File: src/rtl/router_pkg.sv
// Shared types and defaults for the router buffer-memory arbiter.
package router_pkg;

  localparam int DEF_NUM_REQ    = 4;
  localparam int DEF_ADDR_WIDTH = 10;

  typedef enum logic [1:0] {
    IDLE  = 2'd0,
    BURST = 2'd1,
    GAP   = 2'd2
  } state_t;

  typedef enum logic {
    RD = 1'b0,
    WR = 1'b1
  } chan_t;

  // Increment modulo n, used to advance round-robin pointers past a winner.
  function automatic int wrap_inc(input int v, input int n);
    return (v + 1 >= n) ? 0 : v + 1;
  endfunction

endpackage

File: src/rtl/rr_pick.sv
// Combinational round-robin picker: first asserted request at or after ptr, wrapping.
module rr_pick #(
  parameter int N  = 4,
  parameter int PW = 2
) (
  input  logic [N-1:0]  req,
  input  logic [PW-1:0] ptr,
  output logic [N-1:0]  gnt,
  output logic [PW-1:0] idx,
  output logic          valid
);

  always_comb begin
    logic [PW-1:0] cand;
    gnt   = '0;
    idx   = '0;
    valid = 1'b0;
    cand  = '0;
    for (int k = 0; k < N; k++) begin
      cand = PW'((int'(ptr) + k) % N);
      if (!valid && req[cand]) begin
        valid     = 1'b1;
        idx       = cand;
        gnt[cand] = 1'b1;
      end
    end
  end

endmodule

File: src/rtl/router_mem_arbiter.sv
// Grants one router controller at a time a BURST_LEN-beat burst on the shared
// single-port buffer memory, with write preference bounded by MAX_WR_STREAK.
module router_mem_arbiter
  import router_pkg::*;
#(
  parameter int NUM_REQ       = DEF_NUM_REQ,
  parameter int ADDR_WIDTH    = DEF_ADDR_WIDTH,
  parameter int BURST_LEN     = 2,
  parameter int MAX_WR_STREAK = 4
) (
  input  logic                          clk,
  input  logic                          rst_n,
  input  logic [NUM_REQ-1:0]            read_req,
  input  logic [NUM_REQ-1:0]            write_req,
  input  logic [NUM_REQ*ADDR_WIDTH-1:0] src_addr,
  input  logic [NUM_REQ*ADDR_WIDTH-1:0] dst_addr,
  output logic [NUM_REQ-1:0]            read_gnt,
  output logic [NUM_REQ-1:0]            write_gnt,
  output logic                          mem_en,
  output logic                          mem_we,
  output logic [ADDR_WIDTH-1:0]         mem_addr,
  output logic                          busy,
  output state_t                        state_dbg
);

  localparam int PW = (NUM_REQ > 1) ? $clog2(NUM_REQ) : 1;
  localparam int BW = (BURST_LEN > 1) ? $clog2(BURST_LEN) : 1;
  localparam int SW = $clog2(MAX_WR_STREAK + 1);

  state_t                state;
  chan_t                 chan;
  logic [PW-1:0]         rd_ptr, wr_ptr, owner;
  logic [BW-1:0]         beat;
  logic [SW-1:0]         wr_streak;
  logic [ADDR_WIDTH-1:0] base;

  logic [NUM_REQ-1:0]    rd_onehot, wr_onehot;
  logic [PW-1:0]         rd_idx, wr_idx;
  logic                  rd_valid, wr_valid;
  logic                  pick_wr, owner_req, last_beat;
  logic [ADDR_WIDTH-1:0] rd_base, wr_base;

  rr_pick #(.N(NUM_REQ), .PW(PW)) u_rd_pick (
    .req(read_req), .ptr(rd_ptr), .gnt(rd_onehot), .idx(rd_idx), .valid(rd_valid)
  );

  rr_pick #(.N(NUM_REQ), .PW(PW)) u_wr_pick (
    .req(write_req), .ptr(wr_ptr), .gnt(wr_onehot), .idx(wr_idx), .valid(wr_valid)
  );

  // Writes win unless a read has waited through MAX_WR_STREAK write bursts.
  assign pick_wr   = wr_valid && (!rd_valid || (wr_streak < SW'(MAX_WR_STREAK)));
  assign rd_base   = src_addr[int'(rd_idx)*ADDR_WIDTH +: ADDR_WIDTH];
  assign wr_base   = dst_addr[int'(wr_idx)*ADDR_WIDTH +: ADDR_WIDTH];
  assign owner_req = (chan == WR) ? write_req[owner] : read_req[owner];
  assign last_beat = (beat == BW'(BURST_LEN - 1));
  assign state_dbg = state;

  always_ff @(posedge clk) begin
    if (!rst_n) begin
      state     <= IDLE;
      chan      <= RD;
      rd_ptr    <= '0;
      wr_ptr    <= '0;
      owner     <= '0;
      beat      <= '0;
      wr_streak <= '0;
      base      <= '0;
      read_gnt  <= '0;
      write_gnt <= '0;
      mem_en    <= 1'b0;
      mem_we    <= 1'b0;
      mem_addr  <= '0;
      busy      <= 1'b0;
    end else begin
      case (state)
        IDLE: begin
          beat <= '0;
          if (pick_wr) begin
            state     <= BURST;
            chan      <= WR;
            owner     <= wr_idx;
            wr_ptr    <= PW'(wrap_inc(int'(wr_idx), NUM_REQ));
            base      <= wr_base;
            write_gnt <= wr_onehot;
            read_gnt  <= '0;
            mem_en    <= 1'b1;
            mem_we    <= 1'b1;
            mem_addr  <= wr_base;
            busy      <= 1'b1;
            // pick_wr with a read pending implies the streak is below the cap
            if (rd_valid) wr_streak <= wr_streak + SW'(1);
          end else if (rd_valid) begin
            state     <= BURST;
            chan      <= RD;
            owner     <= rd_idx;
            rd_ptr    <= PW'(wrap_inc(int'(rd_idx), NUM_REQ));
            base      <= rd_base;
            read_gnt  <= rd_onehot;
            write_gnt <= '0;
            mem_en    <= 1'b1;
            mem_we    <= 1'b0;
            mem_addr  <= rd_base;
            busy      <= 1'b1;
            wr_streak <= '0;
          end
        end
        BURST: begin
          if (!owner_req || last_beat) begin
            state     <= GAP;
            read_gnt  <= '0;
            write_gnt <= '0;
            mem_en    <= 1'b0;
            mem_we    <= 1'b0;
            mem_addr  <= '0;
          end else begin
            beat     <= beat + BW'(1);
            mem_addr <= base + ADDR_WIDTH'(beat) + ADDR_WIDTH'(1);
          end
        end
        GAP: begin
          // Lets registered requesters drop a just-served request before IDLE looks again.
          state <= IDLE;
          busy  <= 1'b0;
        end
        default: begin
          state <= IDLE;
          busy  <= 1'b0;
        end
      endcase
    end
  end

endmodule

File: config.mk
export PLATFORM = sky130hd
export DESIGN_NAME = router_mem_arbiter
export DESIGN_NICKNAME = d
export VERILOG_FILES = /design/src/rtl/router_pkg.sv /design/src/rtl/rr_pick.sv /design/src/rtl/router_mem_arbiter.sv
export SDC_FILE = /design/constraint.sdc
export NUM_CORES = 1
export LEC_CHECK = 0
export CAP_MARGIN = 0
export CORE_MARGIN = 4
export CORE_UTILIZATION = 45
export CTS_BUF_LIST = sky130_fd_sc_hd__clkbuf_8
export CTS_CLUSTER_SIZE = 28
export DETAILED_ROUTE_END_ITERATION = 10
export GPL_TIMING_DRIVEN = 0
export PLACE_DENSITY_LB_ADDON = 0.12
export SLEW_MARGIN = 20
export SYNTH_ARGS = -nofsm -noshare
export SYNTH_HDL_FRONTEND = slang
export SYNTH_SLANG_ARGS = --single-unit
File: constraint.sdc
create_clock -name clk -period 3.7 [get_ports clk]
set_input_delay 0.74 -clock clk [delete_from_list [all_inputs] [get_ports clk]]
set_output_delay 0.74 -clock clk [all_outputs]
set_load 0.03 [all_outputs]
# After elaboration in Yosys (flattened, before gate mapping)

Index checks and enable logic that the tools add are counted.

Register bits: 44
Latch bits: 0
Memory bits (writable): 0
Memory bits (read-only): 0
Input bits: 90
Output and inout bits: 23
Word-level logic and storage cells: 192
Memories kept: 0

Add/subtract/negate cells: 12
Multipliers: 2
Div/mod/pow operators: 0
Order comparisons: 20
Eq/ne operators: 4
Shift operators: 2
Muxes and demuxes: 93
Bitwise operators: 8
Reduce and logical (&&, ||, !) cells: 37

Operator list:

| operator                                            | number |
|---|---|
| indexed part select 40 x 7 -> 10 bit                | 2 |
| 2-to-1 mux 4 bit                                    | 13 |
| 2-to-1 mux 1 bit                                    | 33 |
| 2-to-1 mux 10 bit                                   | 3 |
| 2-to-1 mux 2 bit                                    | 15 |
| < comparator 2 x 3 -> 1 bit, second input constant  | 9 |
| bitwise OR 4 bit                                    | 6 |
| binary-select mux 1 bit (select 2 bit)              | 10 |
| one-hot mux 10 bit (2 select lines)                 | 1 |
| demux 1 bit (select 2 bit)                          | 8 |
| >= comparator 2 x 1 -> 1 bit, second input constant | 8 |
| one-hot mux 4 bit (2 select lines)                  | 2 |
| logical AND 1 bit                                   | 15 |
| AND reduction 2 bit                                 | 7 |
| adder 10 x 1 -> 10 bit                              | 1 |
| adder 10 x 1 -> 10 bit, second input constant       | 1 |
| multiplier 2 x 3 -> 5 bit, second input constant    | 2 |
| 2-to-1 mux 3 bit                                    | 3 |
| adder 2 bit, second input constant                  | 4 |
| zero test 1 bit                                     | 8 |
| one-hot mux 1 bit (2 select lines)                  | 4 |
| adder 2 x 1 -> 3 bit, second input constant         | 2 |
| >= comparator 3 bit, second input constant          | 2 |
| AND reduction 3 bit                                 | 2 |
| other kinds (12)                                    | 17 |

# Logic depth before layout (Yosys ltp)

Gate-level depths: netlist of the first run.

Depth in word-level cells: 17
Gate-level depth with buffers: 13
Gate-level depth less buffers: 9

# Cells and area by module

Synthesis of the first run repeated with hierarchy kept, for this count alone.

Cells, all modules: 361
Area total of the unflattened synthesis: 3523.4 um^2

Modules (own cells, without submodules):

| module              | times used | cells each | area an instance (um^2) | seq. area each (um^2) |
|---|---|---|---|---|
| router_mem_arbiter  | 1          | 271        | 2682.6                  | 880.8 |
| rr_pick (u_rd_pick) | 1          | 45         | 421.7                   | 0.0 |
| rr_pick (u_wr_pick) | 1          | 45         | 419.2                   | 0.0 |

# Worst setup path before layout of the first run

No wires, ideal clock.

Path type: reg-to-reg
Start: register rd_ptr[1]
End: register mem_addr[6]
Library setup time: 0.134 ns
Data arrival time: 2.982 ns
Path slack: 0.584 ns
Stages on the path, launching flop included: 13
Buffers on the path: 3
Clock period less this slack: 3.116 ns
Cells stage by stage: dfxtp_1 > clkbuf_1 > inv_1 > ha_1 > buf_2 > or3b_1 > a2111oi_0 > nor2_1 > a21boi_4 > buf_4 > a211oi_1 > nor4_1 > o22ai_1

Word-level cells in the longest chain between the ends: 17

Ends and longest elaborated chain:

| element                                                                            | line                      | source |
|---|---|---|
| from (decl)                                                                        | router_mem_arbiter.sv:32  | `logic [PW-1:0] rd_ptr, wr_ptr, owner;` |
| from (signal assigned)                                                             | router_mem_arbiter.sv:97  | `rd_ptr <= PW'(wrap_inc(int'(rd_idx), NUM_REQ));` |
| parallel branches: the longest is 17 deep, another holds multiplier 2 x 3 -> 5 bit | --                        |  |
| to (signal assigned)                                                               | router_mem_arbiter.sv:89  | `mem_addr <= wr_base;` |
| to (signal assigned)                                                               | router_mem_arbiter.sv:103 | `mem_addr <= rd_base;` |
| to (signal assigned)                                                               | router_mem_arbiter.sv:118 | `mem_addr <= base + ADDR_WIDTH'(beat) + ADDR_WIDTH'(1);` |
| to (decl)                                                                          | router_mem_arbiter.sv:21  | `output logic [ADDR_WIDTH-1:0] mem_addr,` |

Several ways; the timed one is not identified. The select of a mux whose other input is x is not followed.
A chain may end at the register's enable or synchronous reset.

# Worst setup path in the final report of the first run

Start: register wr_ptr[1]
End: register base[7]

Word-level cells in the longest chain between the ends: 15

Ends and longest elaborated chain:

| element                                                                            | line                     | source |
|---|---|---|
| from (decl)                                                                        | router_mem_arbiter.sv:32 |  |
| from (signal assigned)                                                             | router_mem_arbiter.sv:83 | `wr_ptr <= PW'(wrap_inc(int'(wr_idx), NUM_REQ));` |
| parallel branches: the longest is 15 deep, another holds multiplier 2 x 3 -> 5 bit | --                       |  |
| to (signal assigned)                                                               | router_mem_arbiter.sv:84 | `base <= wr_base;` |
| to (signal assigned)                                                               | router_mem_arbiter.sv:98 | `base <= rd_base;` |
| to (decl)                                                                          | router_mem_arbiter.sv:35 | `logic [ADDR_WIDTH-1:0] base;` |

Several ways; the timed one is not identified. The select of a mux whose other input is x is not followed.

==> results.txt, run 1 <==
Antenna-violating nets left: 0
Yosys cell types: 68
Starting density of the core: 0.463
Mapped Cells: 464
Startpoint Class: flop
WL per Instance: 18.6 um
CTS tree: done
CTS Buffer Depth: 2
Highest clock rate: 0.284 GHz
Leak: 1.91 nW
Commonest cells after routing, fill and taps aside: clkdlybuf4s50_1, dfxtp_1, nand2_1
Worst IR Drop VDD: 0.428 mV
Die H: 99.7 um
Slew Viols, Final: 0
Most common cell after layout, fill and taps aside: clkdlybuf4s50_1
Syn_area_per_cell: 8.15 um2
Total power: 0.00284 W
Top FF cell, synth: dfxtp_1
Root buf cell: clkbuf_8
Clk_lat worst skew: 0.30 ns
Critical path type: flop to flop
Global route overflow: 0
Antenna diode count: 0
DRT Wirelength: 12.9 mm
Multi-input gate area: 2700 um2
Clock transition at the registers of the reported paths: 0.09 ns
Req. time, crit path: 3.90 ns
Number of cell rows: 33
Setup WS post-layout: 0.174 ns
Deepest level of the CTS H-tree: 2
Dpl hpwl: 9.94 mm
Max Cap Viol: 0
Post-synthesis sequential area ratio: 0.233
Final hold vios: 0
Die extent in x: 99.7 um
Layout fillers: 710
RSZ-0062 raised after global routing: false
IO Pins: 113
R2R setup slack: 0.17 ns
Critical path fanouts, max: 10
Skew final: 0.0112 ns
CTS Sinks: 44
CP Capture Type: flop
Gpl congestion: 0.965
Proportion of layout cells with a drive suffix above 1: 0.104
Port-buffer cells: 111
Maximum number of pins on one net before global-route repair: 15
Mapped cell area: 3780 um2
Yosys Warn Count: 0
First-pass GRT wire length: 20.8 mm
Status: completed
Async set-reset flop share out of synthesis: 0
Pre-CTS WS: -0.334 ns
Syn nets: 572
Worst-margin pin slew: 0.847 ns
Final core utilization: 0.640
Post-synth EDFFs: 0
DRT Pass-1 Iters: 5
Nets@finish: 696
Final period util: 0.953
FF+latch count, synth: 44
Vias/cell: 6.11
Core area: 8180 um2
GRT Total Usage: 0.257
First-iteration detailed-routing DRC count: 258
Crit path DAT: 3.73 ns
Vias post-DR: 4242
Cts bufs inserted: 5
Die ar.: 9930 um2
Antenna violations before repair: 0
FF+latch area: 883 um2
Pwr Density: 544 nW/um2
Finish-stage setup viols: 0
Vias in the first global route: 4131
Final Critical Period: 3.53 ns
Drt drc: 0
Layout area overhead: 38.3%
Min-Delay Path Class: flop to flop
Worst relative slew slack: 0.430
[area by class of cell]
| cell class | count | share of cell area |
|---|---|---|
| Buffer | 35 | 0.0376 |
| Clock buffer | 5 | 0.0132 |
| Sequential cell | 44 | 0.169 |
| Tap cell | 105 | 0.0251 |
| Inverter | 14 | 0.0101 |
| Timing Repair Buffer | 117 | 0.221 |
| Multi-Input combinational cell | 371 | 0.516 |
| Clock inverter | 3 | 0.00814 |
[cells by family (layout without fill, tap and decap cells)]
logic type / count (synthesis) / in the layout / synth area share
adders and majority gates: 18 / 18 / 0.0596
buffers and inverters: 49 / 174 / 0.0635
muxes: 31 / 31 / 0.111
AOI/OAI and AO/OA: 157 / 157 / 0.297
DFF: 44 / 44 / 0.233
and+or+nand+nor: 155 / 155 / 0.213
xor gates and xnor gates: 10 / 10 / 0.0232
[repair_timing]
item	CTS	global route
pin swaps	2	4
cloned	0	0
hold buffers	0	0
gates resized for setup	4	18
setup endpoints to repair	7	21
buffers inserted	1	5
[worst max-delay path, stage by stage, from the launching register on]
cell and delay, ns:
dfxtp_1 0.44, clkbuf_2 0.23, inv_1 0.12, ha_1 0.31, buf_6 0.13, mux4_2 0.63
a211oi_4 0.33, o21a_1 0.19, buf_6 0.18, buf_12 0.15, mux2i_1 0.29, a222oi_1 0.11
buf_4 0.18, o211a_1 0.12
[metrics by stage]
step | cells | area (um2) | TNS, ns | hold slack, ns
after floorplan | 464 | 3780 | 0 | 0.438
after global placement | 680 | 5020 | -1.29 | 0.448
after detailed placement | 680 | 5020 | -1.88 | 0.455
after CTS | 689 | 5160 | 0 | 0.467
after global routing | 694 | 5230 | 0 | 0.507
final | 694 | 5230 | 0 | 0.463
[metal layers]
layer	vias up	part of all wire	global-route usage
met5	-	0	0
met4	0	0.020	0.0725
met3	19	0.080	0.0505
met2	205	0.48	0.428
met1	2001	0.42	0.335
li1	2017	-	-
[registers in the layout (all words and copies together), names as in the netlist]
name	count
busy	1
read_gnt	4
beat	1
state_dbg	2
mem_we	1
base	10
mem_addr	10
mem_en	1
chan	1
owner	2
wr_ptr	2
write_gnt	4
wr_streak	3
rd_ptr	2
[worst paths after layout]
path                        startpoint                        end  cells after the start
max             wr_ptr[1]$_SDFFE_PN0P_       base[7]$_SDFFE_PN0P_                     13
min          wr_streak[1]$_SDFFE_PN0P_  wr_streak[1]$_SDFFE_PN0P_                      2
max reg2reg     wr_ptr[1]$_SDFFE_PN0P_       base[7]$_SDFFE_PN0P_                     13
min reg2reg  wr_streak[1]$_SDFFE_PN0P_  wr_streak[1]$_SDFFE_PN0P_                      2
[cell usage after synthesis (all sizes together) (12+ instances only)]
library cell	instances	share of area
a21oi	20	0.026
buf	12	0.025
clkbuf	22	0.022
dfxtp	44	0.23
ha	18	0.060
inv	14	0.014
mux2i	17	0.045
nand2	32	0.032
nand3	27	0.036
nor2	28	0.028
nor2b	13	0.022
nor3	12	0.017
o211ai	25	0.050
o21ai	29	0.039
[power by group]
part	leakage, nW	switching [W]	total, W	internal (W)
combinational	1.49	0.000950	0.00174	0.000795
sequential	0.364	0.000112	0.000719	0.000607
clock	0.0541	0.000179	0.000380	0.000200
Power figures use the tool's default switching activity.
==> run 2, diff against run 1 <==
Settings changed: CELL_PAD_IN_SITES_DETAIL_PLACEMENT set to 0, CELL_PAD_IN_SITES_GLOBAL_PLACEMENT set to 1, CORE_UTILIZATION 45 to 36, SYNTH_HIERARCHICAL set to 1.
==> results.txt, run 2 <==
Req. time, crit path: 3.88 ns
Clk_lat worst skew: 0.30 ns
Hold_sp: wr_streak[1]$_SDFFE_PN0P_
Leak: 1.80 nW
Critical Path Start: write_req[3]
RSZ-0062 raised after global routing: false
Worst IR Drop VDD: 0.255 mV
WHS: 0.458 ns
First-iteration detailed-routing DRC count: 150
Final Critical Period: 3.56 ns
Top post-synthesis cells by count: dfxtp_1, nor2_1, nand2_1, o21ai_0, mux4_2
FF+latch count, synth: 44
Die H: 107 um
Largest registers: base x10, mem_addr x10
Status: completed
Vias in the first global route: 3318
Layout area overhead: 41.3%
Antenna-violating nets left: 0
Mapped Cells: 361
Setup WS post-layout: 0.143 ns
Deepest level of the CTS H-tree: 2
Finish-stage setup viols: 0
Commonest cells after routing, fill and taps aside: clkdlybuf4s50_1, dfxtp_1, nor2_1
Startpoint Class: input pin
Worst-margin pin slew: 0.585 ns
Antenna diode count: 0
DRT Wirelength: 10.2 mm
Nets@finish: 586
Skew final: 0.00922 ns
Worst r2r src: wr_ptr[1]$_SDFFE_PN0P_
CTS Buffer Depth: 2
Proportion of layout cells with a drive suffix above 1: 0.149
Post-synthesis sequential area ratio: 0.250
Worst relative slew slack: 0.608
Die extent in x: 107 um
Root buf cell: clkbuf_8
Setup TNS: 0 ns
Area contributors post-synth: dfxtp_1, mux4_2, mux4_1
DRT Pass-1 Iters: 4
Critical path type: input pin to flop
CTS tree: done
Final core utilization: 0.531
Post-synth top area share: 0.250
Non-filler instance count after layout: 611
Number of cell rows: 35
Antenna violations before repair: 0
Pre-CTS WS: -0.633 ns
Hold bufs inserted after CTS: 0
Complex-gate fraction of the synthesized area: 0.199
Synth Area in Adders: 0.0533
Max Cap Viol: 0
Critical path fanouts, max: 10
Gpl congestion: 0.808
Mapped cell area: 3520 um2
Clock transition at the registers of the reported paths: 0.08 ns
Slew Viols, Final: 0
Die ar.: 11400 um2
Post-synth EDFFs: 0
Vias post-DR: 3302
Starting density of the core: 0.376
Area leader, netlist: dfxtp_1
Largest family of logic cells by synthesized area: multiplexers
Simple-Gate Fraction of Synth Area: 0.165
Core area: 9370 um2
GRT Total Usage: 0.178
Maximum number of pins on one net before global-route repair: 14
Yosys cell types: 57
Most frequent cell after synthesis: dfxtp_1
Most common cell after layout, fill and taps aside: clkdlybuf4s50_1
Port-buffer cells: 112
Syn_area_per_cell: 9.76 um2
CTS Sinks: 44
Placed Cells: 602
Pwr Density: 642 nW/um2
Cts bufs inserted: 5
CP Capture Type: flop
First-pass GRT wire length: 16.6 mm
Drt drc: 0
Highest clock rate: 0.281 GHz
Final hold vios: 0
Syn nets: 466
Post-synthesis mux area share: 0.255
Min-Delay Path Class: flop to flop
XOR/XNOR Fraction of Synth Area: 0.00994
Dpl hpwl: 8.37 mm
Crit path DAT: 3.74 ns
Async set-reset flop share out of synthesis: 0
Final period util: 0.961
Yosys Warn Count: 6
Vias/cell: 5.40
IO Pins: 113
Global route overflow: 0
Top FF cell, synth: dfxtp_1
WL per Instance: 16.6 um
## run 2: changes by cell type in the layout (fill, tap and decap cells not counted), sizes merged, moves of 8 or more
cell / before / now
o211ai: 25 / 2
mux4: 8 / 28
nand3: 27 / 7
clkbuf: 28 / 14
nor2b: 13 / 3
a221oi: 9 / 0
a21oi: 20 / 12
a22oi: 9 / 17
nand2: 32 / 24
## run 2: kinds of logic (layout without fill, tap and decap cells)
family,count (synthesis),after routing
multiplexers,51,51
flip-flops,44,44
adder cells (fa/ha/maj),15,15
AO/OA/AOI/OAI,101,101
AND/OR/NAND/NOR,105,105
buffers and inverters,41,162
XOR/XNOR,4,4
## run 2: what timing repair did
action	CTS	global route
setup endpoints to repair	20	18
setup buffers	0	1
pin swaps	0	2
gates resized for setup	3	12
cloned	0	0
## run 2: path summary, 6_finish.rpt
check / endpoint / slack (ns) / cells after the start
max: mem_addr[6]$_SDFFE_PN0P_ / 0.14 / 10
min: wr_streak[1]$_SDFFE_PN0P_ / 0.46 / 2
max reg2reg: mem_addr[6]$_SDFFE_PN0P_ / 0.20 / 11
min reg2reg: wr_streak[1]$_SDFFE_PN0P_ / 0.46 / 2
## run 2: cell type report
| type | count | area, um2 |
|---|---|---|
| tap | 129 | 161 |
| fill | 893 | 4390 |
| multi-input combinational | 276 | 2440 |
| timing repair buffer | 113 | 1140 |
| inverter | 15 | 56.3 |
| sequential | 44 | 882 |
| buffer | 26 | 186 |
| clock buffer | 5 | 68.8 |
| clock inverter | 3 | 38.8 |
## run 2: power by group
group          leakage, nW  internal [W]  switching (W)  total (W)
combinational         1.38       0.00100        0.00105    0.00205
clock               0.0593      0.000198       0.000163   0.000361
sequential           0.364      0.000642       0.000143   0.000785
total                 1.80       0.00184        0.00135    0.00320
## run 2: through the flow
step	instance area [um2]	power, W
floorplan	3520	0.00218
global placement	4810	0.00275
detailed placement	4810	0.00277
CTS	4930	0.00316
global route	4980	0.00344
finish	4980	0.00320
## run 2: critical path, stage by stage
cell             delay, ns
clkdlybuf4s50_1       0.50
mux4_2                0.52
buf_6                 0.16
o311ai_0              0.39
a32o_1                0.29
buf_2                 0.29
mux4_1                0.34
mux2i_2               0.27
or2_2                 0.17
a31oi_1               0.07
## run 2: routing by layer
layer,wire length (um),up-vias,GRT usage
li1,-,1642,-
met1,4820,1539,0.244
met2,4640,113,0.295
met3,628,8,0.0319
met4,89,0,0.0374
met5,0,-,0
